<file path="src/rtl/pdm_decim_ctrl.sv">
`timescale 1ns/1ps
// pdm_decim_ctrl: microphone front-end sequencer.
// Generates the PDM mic clock, samples the one-bit mic stream on each mic-clock
// rising edge, feeds the FIR filter with full-scale 8-bit samples, and
// decimates the filter output stream into audio samples. The first group of
// filter outputs after each enable is discarded to flush the filter history.
module pdm_decim_ctrl #(
    parameter int PDM_COUNT_PERIOD = 16,
    parameter int NUM_PDM_SAMPLES  = 128,
    parameter int WIDTH            = 8
) (
    input  logic             clk_in,
    input  logic             rst_in,
    input  logic             enable_in,
    input  logic             mic_data_in,
    output logic             mic_clk_out,
    output logic [WIDTH-1:0] fir_audio_out,
    output logic             fir_valid_out,
    input  logic             fir_ready_in,
    input  logic [WIDTH-1:0] fir_data_in,
    input  logic             fir_data_valid_in,
    output logic [WIDTH-1:0] sample_out,
    output logic             sample_valid_out,
    output logic [7:0]       overrun_count_out
);

    localparam int CW = $clog2(PDM_COUNT_PERIOD);
    localparam int DW = $clog2(NUM_PDM_SAMPLES);

    localparam logic [CW-1:0] M_LAST      = CW'(PDM_COUNT_PERIOD - 1);
    localparam logic [CW-1:0] M_HALF      = CW'(PDM_COUNT_PERIOD / 2);
    localparam logic [DW-1:0] DCOUNT_LAST = DW'(NUM_PDM_SAMPLES - 1);

    typedef enum logic [1:0] {
        IDLE,
        WARMUP,
        RUN
    } state_t;

    state_t        state;
    state_t        state_next;
    logic [CW-1:0] m_count;
    logic [DW-1:0] dcount;
    logic          mic_clk_prev;
    logic          running;
    logic          mic_edge;
    logic          last_valid;

    // A disable request takes effect immediately: every running register
    // clears on the same clock edge that moves the FSM back to IDLE.
    assign running    = (state != IDLE) && enable_in;
    assign mic_edge   = mic_clk_out & ~mic_clk_prev;
    assign last_valid = running && fir_data_valid_in && (dcount == DCOUNT_LAST);

    // State register.
    always_ff @(posedge clk_in) begin
        if (rst_in) begin
            state <= IDLE;
        end else begin
            state <= state_next;
        end
    end

    // Next-state logic: warmup ends on the last output of the flush group.
    always_comb begin
        state_next = state;
        case (state)
            IDLE: begin
                if (enable_in) begin
                    state_next = WARMUP;
                end
            end
            WARMUP: begin
                if (!enable_in) begin
                    state_next = IDLE;
                end else if (last_valid) begin
                    state_next = RUN;
                end
            end
            RUN: begin
                if (!enable_in) begin
                    state_next = IDLE;
                end
            end
            default: begin
                state_next = IDLE;
            end
        endcase
    end

    // Mic clock divider: high for the first half of each period, low for the second.
    always_ff @(posedge clk_in) begin
        if (rst_in || !running) begin
            m_count     <= '0;
            mic_clk_out <= 1'b0;
        end else begin
            m_count     <= (m_count == M_LAST) ? '0 : m_count + CW'(1);
            mic_clk_out <= (m_count < M_HALF);
        end
    end

    // Delayed copy of the mic clock for rising-edge detection.
    always_ff @(posedge clk_in) begin
        if (rst_in) begin
            mic_clk_prev <= 1'b0;
        end else begin
            mic_clk_prev <= mic_clk_out;
        end
    end

    // Filter feed: one strobe per mic edge, or a dropped bit counted as an overrun.
    always_ff @(posedge clk_in) begin
        if (rst_in) begin
            fir_valid_out     <= 1'b0;
            fir_audio_out     <= '0;
            overrun_count_out <= '0;
        end else begin
            fir_valid_out <= running && mic_edge && fir_ready_in;
            if (running && mic_edge && fir_ready_in) begin
                fir_audio_out <= {WIDTH{mic_data_in}};
            end
            if (running && mic_edge && !fir_ready_in && (overrun_count_out != 8'hFF)) begin
                overrun_count_out <= overrun_count_out + 8'd1;
            end
        end
    end

    // Decimator: every Nth filter output becomes an audio sample once warmed up.
    always_ff @(posedge clk_in) begin
        if (rst_in) begin
            dcount           <= '0;
            sample_out       <= '0;
            sample_valid_out <= 1'b0;
        end else begin
            sample_valid_out <= 1'b0;
            if (!running) begin
                dcount <= '0;
            end else if (fir_data_valid_in) begin
                if (dcount == DCOUNT_LAST) begin
                    dcount <= '0;
                    if (state == RUN) begin
                        sample_out       <= fir_data_in;
                        sample_valid_out <= 1'b1;
                    end
                end else begin
                    dcount <= dcount + DW'(1);
                end
            end
        end
    end

endmodule

</file>
<file path="config.mk">
export PLATFORM = sky130hd
export DESIGN_NAME = pdm_decim_ctrl
export DESIGN_NICKNAME = d
export VERILOG_FILES = /design/src/rtl/pdm_decim_ctrl.sv
export SDC_FILE = /design/constraint.sdc
export NUM_CORES = 1
export LEC_CHECK = 0
export CAP_MARGIN = 10
export CORE_MARGIN = 2
export CORE_UTILIZATION = 45
export CTS_CLUSTER_DIAMETER = 100
export CTS_CLUSTER_SIZE = 20
export DETAILED_ROUTE_END_ITERATION = 10
export GPL_TIMING_DRIVEN = 0
export PLACE_DENSITY = 0.82
export SLEW_MARGIN = 20
export SYNTH_ARGS = -nofsm -noshare
export SYNTH_HDL_FRONTEND = slang
export SYNTH_SLANG_ARGS = --single-unit
</file>
<file path="constraint.sdc">
create_clock -name clk_in -period 3.2 [get_ports clk_in]
set_input_delay 0.96 -clock clk_in [delete_from_list [all_inputs] [get_ports clk_in]]
set_output_delay 0.96 -clock clk_in [all_outputs]
set_load 0.02 [all_outputs]
</file>
==> impl_metrics.ini <==
[run_status]
outcome = completed

[critical_path]
startpoint_type = register
crit_arrival_ns = 1.55
worstSetupPathType = reg2out
path_cells = buf_4, clkdlybuf4s50_1
critPathMaxFanout = 9
critPathRequiredTime_ns = 2.24
critPathCaptureType = output pin
slowest_stage = clkdlybuf4s50_1
critPathMaxStageDelay_ns = 0.59

[synth]
async_flop_share = 0
ys_ff_latch = 34
synthMuxAreaShare = 0.01992
seq_area_frac_synth = 0.4169
syn_inst = 174
synthFlopType = dfxtp_1
syn-num-nets = 191
synth_fa_ha_area_frac = 0.02299
netlist_area_sq_um = 1633
synth_edf_count = 0
synth_top_family_by_area = simple AND/OR/NAND/NOR gates
synthSimpleGateAreaFrac = 0.2529
syn_avg_cell_area_sq_um = 9.384
ys_types = 47
synth_compound_gate_area_share = 0.2008
ys_warn_count = 0
yosys.area_share.xor_xnor = 0.02146

[hold_path]
min_path_type = reg2reg

[clock_network]
clock-root-buffer = clkbuf_4
cts_htree_levels = 2
cts-buffers-inserted = 5
cts_sinks = 34
postCtsResizedCells = 0
cts_tree = yes
insertion_delay_ns = 0.33
clockBufferDepth = 2
path_clk_slew_ns = 0.12
hold_buffers = 0
postCtsSetupRepairBufs = 0

[power]
powerDensity_nw_per_um2 = 390.5
switchingPower_uw = 166.9
ir_drop_uv = 354.3
sequentialPowerShare = 0.497
p_comb_frac = 0.045
p_int_uw = 691.0
p_clk_frac = 0.458
power_leakage_uw = 0.0007759
p_sw_frac = 0.1945
finalPower_uw = 858.0

[timing]
grt_setup_unrepaired = false
fmax_mhz = 398.0
drv_slew = 0
min_period_ns = 2.513
hold_viol_final = 0
setup_ws_ns = 0.6872
clock-skew-final_ns = 0.01174
relSlewSlack = 0.6704
fin_crit_sh = 0.7852
tns_ns = 0
setup_viol = 0
worstMarginPinSlew_ns = 0.4944

[routing]
num_vias = 1481
wirelength_microns = 3419
avgViaCountPerCell = 5.526
routedWlPerCell_microns = 12.76
drt_iter0_drc = 124
firstDrtPassIters = 4
drc = 0
ant_nets = 0

[die]
die_area_sq_um = 4126
rows = 21
core_sq_um = 3416
die_w_microns = 64.24
chipHeight_microns = 64.24
ioPinCount = 41
start_util = 0.4780

[global_route]
gr-total-overflow = 0
grt_pass1_vias = 1305
grt.total_usage = 0.1749
grt_pass1_wl_microns = 5816
grt_start_max_net_pins = 13
grt_antenna_before_repair = 0

[job]
cap_violations = 0

[placement]
portBuffers = 40
gp_congestion = 0.8215
dpl.hpwl_microns = 2444
pre_cts_ws_ns = 0.6622

[final_layout]
synthToLayoutAreaGrowth_pct = 34.56
final_util = 0.6432
drive_gt1_frac = 0.1351
nets = 238
antenna_cells = 0
==> layer usage <==
metal	up-vias	track usage	wire [microns]
met4	0	0.06117	42
met3	5	0.04401	214
li1	754	-	-
met2	39	0.2773	1550
met1	683	0.2306	1613
met5	-	0	0
==> final timing paths <==
check | start | endpoint | slack (ns) | depth (start not counted)
setup / recovery | fir_audio_out[0] | fir_audio_out[4] | 0.69 | 2
hold / removal | sample_out[2] | sample_out[2] | 0.48 | 2
hold reg to reg | sample_out[2] | sample_out[2] | 0.48 | 2
setup reg to reg | overrun_count_out[0] | overrun_count_out[0] | 1.62 | 4
==> synthesized netlist by cell type (3+ instances only) <==
cell      number  area share
a21oi_1       15       0.046
buf_2          7       0.021
buf_4          7       0.032
o31ai_1        8       0.037
and4_1         4       0.021
nor2_1         9       0.021
nand2b_1       6       0.023
ha_1           3       0.023
nand3_1        4       0.012
nand2_1        4      0.0092
clkbuf_1       4      0.0092
nand4_1        9       0.034
o21ai_0        4       0.012
dfxtp_1       34        0.42
a211oi_1       5       0.023
a31oi_1        4       0.015
nor2b_1        6       0.023
==> area by class of cell <==
type | count | area, sq um
multi-input combinational | 121 | 845.8
buffer | 18 | 102.6
fill | 283 | 1219
inverter | 1 | 3.754
tap | 46 | 57.56
sequential | 34 | 680.7
clock buffer | 5 | 37.54
clock inverter | 3 | 68.82
timing repair buffer | 40 | 400.4
==> cells by family after synthesis <==
group | Yosys count
mux | 3
flops | 34
xor+xnor | 4
buf+inv | 19
compound gates | 48
simple gates | 63
fa+ha+maj | 3
==> through the flow <==
| step | hold WS [ns] | cells | instance area [sq um] |
|---|---|---|---|
| floorplan | 0.4260 | 174 | 1633 |
| global placement | 0.4479 | 260 | 2091 |
| global route | 0.4939 | 268 | 2197 |
| CTS | 0.4787 | 268 | 2197 |
| detailed placement | 0.4481 | 260 | 2091 |
| finish | 0.4761 | 268 | 2197 |
==> critical path, delay by kind of cell, from the launching register on <==
kind / cells / cell delay [ns]
flops: 1 / 0.48
buf+inv: 2 / 0.74
==> state kept, by name (all words and copies together) (netlist names) <==
signal	cells
dcount	7
fir_audio_out	1
fir_valid_out	1
m_count	4
mic_clk_out	1
mic_clk_prev	1
overrun_count_out	8
sample_out	8
sample_valid_out	1
state	2
==> power by group through the flow <==
stage | Combinational, uW | Clock (uW) | Sequential, uW
floorplan | 14.2 | 0 | 436
global placement | 38.2 | 0 | 436
detailed placement | 38.4 | 0 | 436
CTS | 38.7 | 400 | 427
global route | 42.0 | 420 | 427
finish | 38.6 | 393 | 427
==> placed cells by master (no fill, tap or decap), drive strengths merged, types with 3 or more instances in the layout <==
cell | Yosys | final
clkbuf | 4 | 9
nand2 | 4 | 4
nor2 | 9 | 9
nor2b | 6 | 6
buf | 14 | 14
a31oi | 4 | 4
clkdlybuf4s50 | 0 | 40
nand2b | 6 | 6
nand3 | 4 | 4
and4 | 4 | 4
a211oi | 7 | 7
a21oi | 15 | 15
o21ai | 4 | 4
nand4 | 10 | 10
ha | 3 | 3
o31ai | 8 | 8
dfxtp | 34 | 34
nor3 | 3 | 3
Note: power is estimated with default switching activity, not from simulation.
